===== src/rtl/uart_cmd_parser.sv =====
// Frames bytes from the UART receiver into HEADER/CMD/DATA/CHK commands and
// issues one registered strobe per good frame, checksum error, timeout or framing abort.
module uart_cmd_parser #(
    parameter logic [7:0]  HEADER      = 8'hD5,
    parameter int unsigned TIMEOUT_CYC = 52000,
    parameter int unsigned TO_W        = 16
) (
    input  logic        clkin,
    input  logic        manurst,
    input  logic [7:0]  rx_data,
    input  logic        rx_valid,
    input  logic        rx_ferr,
    output logic [7:0]  cmd_out,
    output logic [7:0]  data_out,
    output logic        cmd_valid,
    output logic        chk_err,
    output logic        to_err,
    output logic        frm_err,
    output logic        busy,
    output logic [15:0] frame_cnt,
    output logic [7:0]  err_cnt
);

    typedef enum logic [1:0] {
        IDLE     = 2'd0,
        GET_CMD  = 2'd1,
        GET_DATA = 2'd2,
        GET_CHK  = 2'd3
    } state_t;

    // The timeout fires on the edge at which the counter would step to TIMEOUT_CYC-1.
    localparam logic [TO_W-1:0] TO_LAST = TO_W'(TIMEOUT_CYC - 32'd2);

    function automatic logic [7:0] frame_chk(input logic [7:0] cmd, input logic [7:0] data);
        return cmd ^ data;
    endfunction

    state_t           state_r;
    state_t           state_s;
    logic [TO_W-1:0]  cnt_r;
    logic [7:0]       cmd_r;
    logic [7:0]       data_r;
    logic [7:0]       cmd_out_r;
    logic [7:0]       data_out_r;
    logic             cmd_valid_r;
    logic             chk_err_r;
    logic             to_err_r;
    logic             frm_err_r;
    logic             busy_r;
    logic [15:0]      frame_cnt_r;
    logic [7:0]       err_cnt_r;

    logic             accept_s;
    logic             ld_cmd_s;
    logic             ld_data_s;
    logic             good_s;
    logic             bad_s;
    logic             to_s;
    logic             frm_s;
    logic             err_s;

    // Next-state and event decode; rx_ferr outranks a coincident byte, a byte outranks the timeout.
    always_comb begin
        state_s   = state_r;
        accept_s  = 1'b0;
        ld_cmd_s  = 1'b0;
        ld_data_s = 1'b0;
        good_s    = 1'b0;
        bad_s     = 1'b0;
        to_s      = 1'b0;
        frm_s     = 1'b0;
        case (state_r)
            IDLE: begin
                if (rx_valid && (rx_data == HEADER)) begin
                    state_s = GET_CMD;
                end else begin
                    state_s = IDLE;
                end
            end
            GET_CMD, GET_DATA, GET_CHK: begin
                if (rx_ferr) begin
                    frm_s   = 1'b1;
                    state_s = IDLE;
                end else if (rx_valid) begin
                    accept_s = 1'b1;
                    case (state_r)
                        GET_CMD: begin
                            ld_cmd_s = 1'b1;
                            state_s  = GET_DATA;
                        end
                        GET_DATA: begin
                            ld_data_s = 1'b1;
                            state_s   = GET_CHK;
                        end
                        GET_CHK: begin
                            state_s = IDLE;
                            if (rx_data == frame_chk(cmd_r, data_r)) begin
                                good_s = 1'b1;
                            end else begin
                                bad_s = 1'b1;
                            end
                        end
                        default: begin
                            state_s = IDLE;
                        end
                    endcase
                end else if (cnt_r == TO_LAST) begin
                    to_s    = 1'b1;
                    state_s = IDLE;
                end else begin
                    state_s = state_r;
                end
            end
            default: begin
                state_s = IDLE;
            end
        endcase
        err_s = bad_s | to_s | frm_s;
    end

    // State register.
    always_ff @(posedge clkin) begin
        if (manurst) begin
            state_r <= IDLE;
        end else begin
            state_r <= state_s;
        end
    end

    // Inter-byte counter: zero in IDLE, on every accepted byte and when the frame ends.
    always_ff @(posedge clkin) begin
        if (manurst) begin
            cnt_r <= {TO_W{1'b0}};
        end else if ((state_r == IDLE) || accept_s || (state_s == IDLE)) begin
            cnt_r <= {TO_W{1'b0}};
        end else begin
            cnt_r <= cnt_r + {{(TO_W-1){1'b0}}, 1'b1};
        end
    end

    // Payload capture for the frame in progress.
    always_ff @(posedge clkin) begin
        if (manurst) begin
            cmd_r  <= 8'h00;
            data_r <= 8'h00;
        end else begin
            if (ld_cmd_s) begin
                cmd_r <= rx_data;
            end
            if (ld_data_s) begin
                data_r <= rx_data;
            end
        end
    end

    // Registered strobes and busy flag; at most one strobe is ever set per cycle.
    always_ff @(posedge clkin) begin
        if (manurst) begin
            cmd_valid_r <= 1'b0;
            chk_err_r   <= 1'b0;
            to_err_r    <= 1'b0;
            frm_err_r   <= 1'b0;
            busy_r      <= 1'b0;
        end else begin
            cmd_valid_r <= good_s;
            chk_err_r   <= bad_s;
            to_err_r    <= to_s;
            frm_err_r   <= frm_s;
            busy_r      <= (state_s != IDLE);
        end
    end

    // Last good command, wrapping frame count and saturating error count.
    always_ff @(posedge clkin) begin
        if (manurst) begin
            cmd_out_r   <= 8'h00;
            data_out_r  <= 8'h00;
            frame_cnt_r <= 16'h0000;
            err_cnt_r   <= 8'h00;
        end else begin
            if (good_s) begin
                cmd_out_r   <= cmd_r;
                data_out_r  <= data_r;
                frame_cnt_r <= frame_cnt_r + 16'd1;
            end
            if (err_s && (err_cnt_r != 8'hFF)) begin
                err_cnt_r <= err_cnt_r + 8'd1;
            end
        end
    end

    assign cmd_out   = cmd_out_r;
    assign data_out  = data_out_r;
    assign cmd_valid = cmd_valid_r;
    assign chk_err   = chk_err_r;
    assign to_err    = to_err_r;
    assign frm_err   = frm_err_r;
    assign busy      = busy_r;
    assign frame_cnt = frame_cnt_r;
    assign err_cnt   = err_cnt_r;

endmodule

===== config.mk =====
export PLATFORM = sky130hd
export DESIGN_NAME = uart_cmd_parser
export DESIGN_NICKNAME = d
export VERILOG_FILES = /design/src/rtl/uart_cmd_parser.sv
export SDC_FILE = /design/constraint.sdc
export NUM_CORES = 1
export LEC_CHECK = 0
export CORE_UTILIZATION = 45
export DETAILED_ROUTE_END_ITERATION = 7
export PLACE_DENSITY = 0.74
export SLEW_MARGIN = 20
export SYNTH_ARGS = -nofsm -noshare
export SYNTH_HDL_FRONTEND = slang
export SYNTH_SLANG_ARGS = --single-unit

===== constraint.sdc =====
create_clock -name clkin -period 2.8 [get_ports clkin]
set_input_delay 0.56 -clock clkin [delete_from_list [all_inputs] [get_ports clkin]]
set_output_delay 0.56 -clock clkin [all_outputs]
set_load 0.05 [all_outputs]

# After elaboration in Yosys (flattened, before gate mapping)
# Index checks and enable logic that the tools add are counted.
# classes
mux	33
reduce_logical	9
add_sub_neg	3
eq_ne	7
bitwise_logic	3
# ops
operator	n
$add 16x1->16 const B	2
$mux 1	28
$eq 16x16->1 const B	1
$add 8x1->8 const B	1
$eq 8x8->1	1
$eq 8x8->1 const B	1
$ne 8x8->1 const B	1
$pmux 2 s2	2
$xor 8x8->8	1
$mux 2	3
$eq 2x2->1 const B	2
$logic_not 2->1	2
$reduce_or 3->1	1
$eq 2x1->1 const B	1
$logic_and 1x1->1	2
$logic_or 1x1->1	2
$or 1x1->1	2
$reduce_bool 2->1	1
$reduce_or 2->1	1
# totals
in_bits	12
ff_bits	79
output_inout_bits	45

# Longest topological paths before layout
# logic_depth
word_depth	10
depth_mapped	9
depth_no_buf	7

# Least setup slack after synthesis
# No wires, ideal clock.
# synth_timing
path_kind	input to register
startpoint	input port rx_valid
endpoint	register err_cnt_r[7] (netlist: err_cnt[7])
arrival_time_ps	2241
cell_stages	6
setup_slack_ps	438
path_buffers	1
setup_ps	121
required_ps	2679
path_cell_list	buf_2 or3b_2 nor3_1 a21oi_1 o41ai_1 mux2_2
# synth_via
elab_chain_cells	6
elab_cells_between_ends	9
# synth_lines
element	line_no	source
start: declaration	11	input logic rx_valid,
$mux 1	84	end else if (rx_valid) begin
$mux 1	81	if (rx_ferr) begin
$mux 1	72	case (state_r)
$or 1x1->1 (*) (2 in series)	118	err_s = bad_s | to_s | frm_s;
$logic_and 1x1->1 (*)	186	if (err_s && (err_cnt_r != 8'hFF)) begin
end signal: assignment	187	err_cnt_r <= err_cnt_r + 8'd1;
end: declaration	51	logic [7:0] err_cnt_r;
# Every way passes the cells marked *; elsewhere a longest branch is shown, timed or not.
# A chain may end at the register's enable or synchronous reset.

# Final worst setup path
# layout_timing
startpoint	register state_r[1]
endpoint	register frame_cnt_r[13] (netlist: frame_cnt[13])
# layout_via
elab_chain_cells	5
elab_cells_between_ends	8
# layout_lines
element	line_no	source
start: declaration	38	state_t state_r;
start signal: assignment	126	state_r <= state_s;
$eq 2x2->1	72, 86	
$mux 1	86	case (state_r)
$mux 1	84	
$mux 1	81	
$mux 1 (*)	72	
end signal: assignment	184	frame_cnt_r <= frame_cnt_r + 16'd1;
end: declaration	50	logic [15:0] frame_cnt_r;
# Marked as above.

==> results.yml <==
outcome:
  status: "finished, final reports clean"
global_routing:
  grt_overflow: 0
  grt_start_max_net_pins: 27
  grt_use_total: 0.196
  antenna_found_initial: 0
  grt_pass1_vias: 2755
  grt_pass1_wl_um: 13300
clock_tree:
  cts_resized: 0
  clk_pin_slew_ns: 0.09
  cts_hold_buffers: 0
  htreeDepth: 3
  cts_sinks: 79
  cts-root-buf: "clkbuf_8"
  cts_buffer_depth: 2
  cts_setup_buffers: 0
  clk_latency_ns: 0.35
  numCtsBuffers: 9
  cts_tree: "yes"
sta:
  rsz0062_at_grt: "false"
  fin_crit_ns: 2.53
  max_freq_mhz: 395
  skew_ns: 0.0112
  hold_viol: 0
  finalSetupViolCount: 0
  slew_violations: 0
  worstMarginPinSlew_ns: 0.536
  min_period_over_period: 0.904
  slew_headroom: 0.639
  tns_ns: 0
synth:
  synthFlopType: "dfxtp_1"
  synthMuxAreaShare: 0.117
  yosys_warnings: 0
  synthSimpleGateAreaFrac: 0.236
  synthAdderAreaFrac: 0.0298
  async_flop_share: 0
  syn_inst: 400
  synth_top_area_share: 0.419
  synth_compound_area_frac: 0.0789
  yosys.area_share.xor_xnor: 0.0865
  yosys.cell_types.count: 54
  synth_area_leaders: "dfxtp_1 42%, mux2i_1 9.3%, nor2_1 7.3%"
  synth.net_count: 421
  ys_top_cells_by_count: "79 x dfxtp_1, 73 x nor2_1, 35 x mux2i_1, 16 x nand2_1, 16 x nand3_1"
  synth_edf_count: 0
  synth_area_sq_um: 3770
  ys_ff_latch: 79
  synth_top_family_by_area: "simple AND/OR/NAND/NOR gates"
  postSynthAreaPerCell_sq_um: 9.43
  yosysSeqAreaShare: 0.419
  yosysMostFrequentCell: "dfxtp_1"
  synth_top_area_cell: "dfxtp_1"
die:
  pin_count: 57
  rows: 33
  coreArea_sq_um: 8180
  start_util: 0.462
  dieArea_sq_um: 8760
  die_w_um: 93.6
  die_y_um: 93.6
placed_design:
  hpwl_um: 5910
  placed_area_sq_um: 4480
  place_congestion: 0.792
  place.port_buffers: 56
setup_path:
  rrSetupSlack_ns: 0.27
  crit_fanout: 14
  crit-reg2reg-capture: "frame_cnt[13]$_SDFFE_PP0P_"
  r2r_cells: 7
  path_class: "reg2reg"
  crit_arrival_ns: 2.82
  critPathCaptureType: "flip-flop"
  crit_required_ns: 3.09
  rr_startpoint: "state_r[1]$_SDFF_PP0_"
  crit_path_start_kind: "flip-flop"
job:
  drv_cap: 0
drt:
  wl_per_cell_um: 14.3
  drc: 0
  drtAntennaViolNets: 0
  wl_um: 8180
  dr.pass1.iters: 4
  drt_iter0_markers: 164
  num_vias: 3091
  drt-vias-per-instance: 5.40
min_path:
  hp-class: "reg2reg"
  hp-start: "frame_cnt[15]$_SDFFE_PP0P_"
  hold_end: "frame_cnt[15]$_SDFFE_PP0P_"
  hold_depth: 2
power:
  vdd_drop_max_uv: 215
  leakage_nw: 1.57
  power_density_nw_per_um2: 439
final_layout:
  num_antenna_cells: 0
  design_area_sq_um: 4680
  drive_gt1_frac: 0.107
  fin_nets: 483
  area_growth_pct: 24.1
## power breakdown
group / leakage, nW / switching (mW) / internal [mW]
clock: 0.0982 / 0.443 / 0.422
combinational: 0.839 / 0.0411 / 0.0289
sequential: 0.636 / 0.0000361 / 1.12
## per-layer routing
| layer | GRT usage | wire (um) | up-vias |
|---|---|---|---|
| li1 | - | - | 1546 |
| met1 | 0.255 | 3900 | 1470 |
| met2 | 0.317 | 3830 | 63 |
| met3 | 0.0496 | 325 | 12 |
| met4 | 0.0628 | 119 | 0 |
| met5 | 0 | 0 | - |
## worst max path at each step
stage                     depth (start not counted)             startpoint                    endpoint  slack (ns)
after floorplan                                   6               rx_valid     err_cnt[7]$_SDFFE_PP0P_        0.44
after global placement                            6               rx_valid     err_cnt[7]$_SDFFE_PP0P_        0.05
after detailed placement                          6               rx_valid     err_cnt[7]$_SDFFE_PP0P_        0.04
after CTS                                         7  state_r[1]$_SDFF_PP0_  frame_cnt[13]$_SDFFE_PP0P_        0.27
after global routing                              7  state_r[1]$_SDFF_PP0_  frame_cnt[13]$_SDFFE_PP0P_        0.16
final                                             7  state_r[1]$_SDFF_PP0_  frame_cnt[13]$_SDFFE_PP0P_        0.27
## through the flow
step | power, mW | cells | hold WS [ns] | setup slack [ns] | util
after global routing | 2.14 | 572 | 0.518 | 0.157 | 0.573
after global placement | 1.22 | 556 | 0.468 | 0.0512 | 0.548
final | 2.06 | 572 | 0.489 | 0.269 | 0.573
after floorplan | 1.18 | 400 | 0.453 | 0.438 | -
after detailed placement | 1.22 | 556 | 0.476 | 0.0400 | 0.548
after CTS | 2.08 | 572 | 0.491 | 0.269 | 0.573
## layout by cell type (no fill, tap or decap), drive strengths merged, types with 3 or more instances in the layout
cell	Yosys	layout
dfxtp	79	79
nor2	73	73
clkdlybuf4s50	0	55
mux2i	35	35
nand3	16	16
nand2	16	16
inv	13	16
buf	5	13
a21oi	11	11
nand4	11	11
xnor2	9	9
ha	9	9
clkbuf	12	9
mux2	8	8
xnor3	8	8
o21ai	7	7
xor2	7	7
nor2b	7	7
or4	7	7
o31ai	6	6
nor3	6	6
nor4	5	5
and3	5	5
or3	5	5
and4	4	4
nand3b	3	3
o211ai	3	3
nand2b	3	3
## cell type report
cell class / instances / area (sq um)
Timing Repair Buffer: 68 / 646
Fill cell: 716 / 3490
Tap cell: 105 / 131
Inverter: 13 / 48.8
Clock inverter: 7 / 78.8
Sequential cell: 79 / 1580
Multi-Input combinational cell: 291 / 2070
Clock buffer: 9 / 124
## registers in the layout, indices dropped and copies added, names as in the netlist
register / cells
chk_err: 1
cmd_valid: 1
err_cnt: 8
cmd_out: 8
data_out: 8
cnt_r: 16
busy: 1
cmd_r: 8
state_r: 2
data_r: 8
frm_err: 1
to_err: 1
frame_cnt: 16
## worst max-delay path: stages (launching register included)
cell	delay [ns]
dfxtp_1	0.41
inv_1	0.09
ha_1	0.35
nor2_1	0.20
nand3_1	0.17
or4_4	0.66
or4_1	0.43
a21oi_1	0.14
## logic make-up (layout without fill, tap and decap cells)
group / count (synthesis) / count (layout)
buf+inv: 30 / 97
flops: 79 / 79
compound gates: 44 / 44
xor+xnor: 24 / 24
fa+ha+maj: 9 / 9
mux: 43 / 43
simple gates: 171 / 171
No activity file was read; power rests on OpenSTA's default activity.
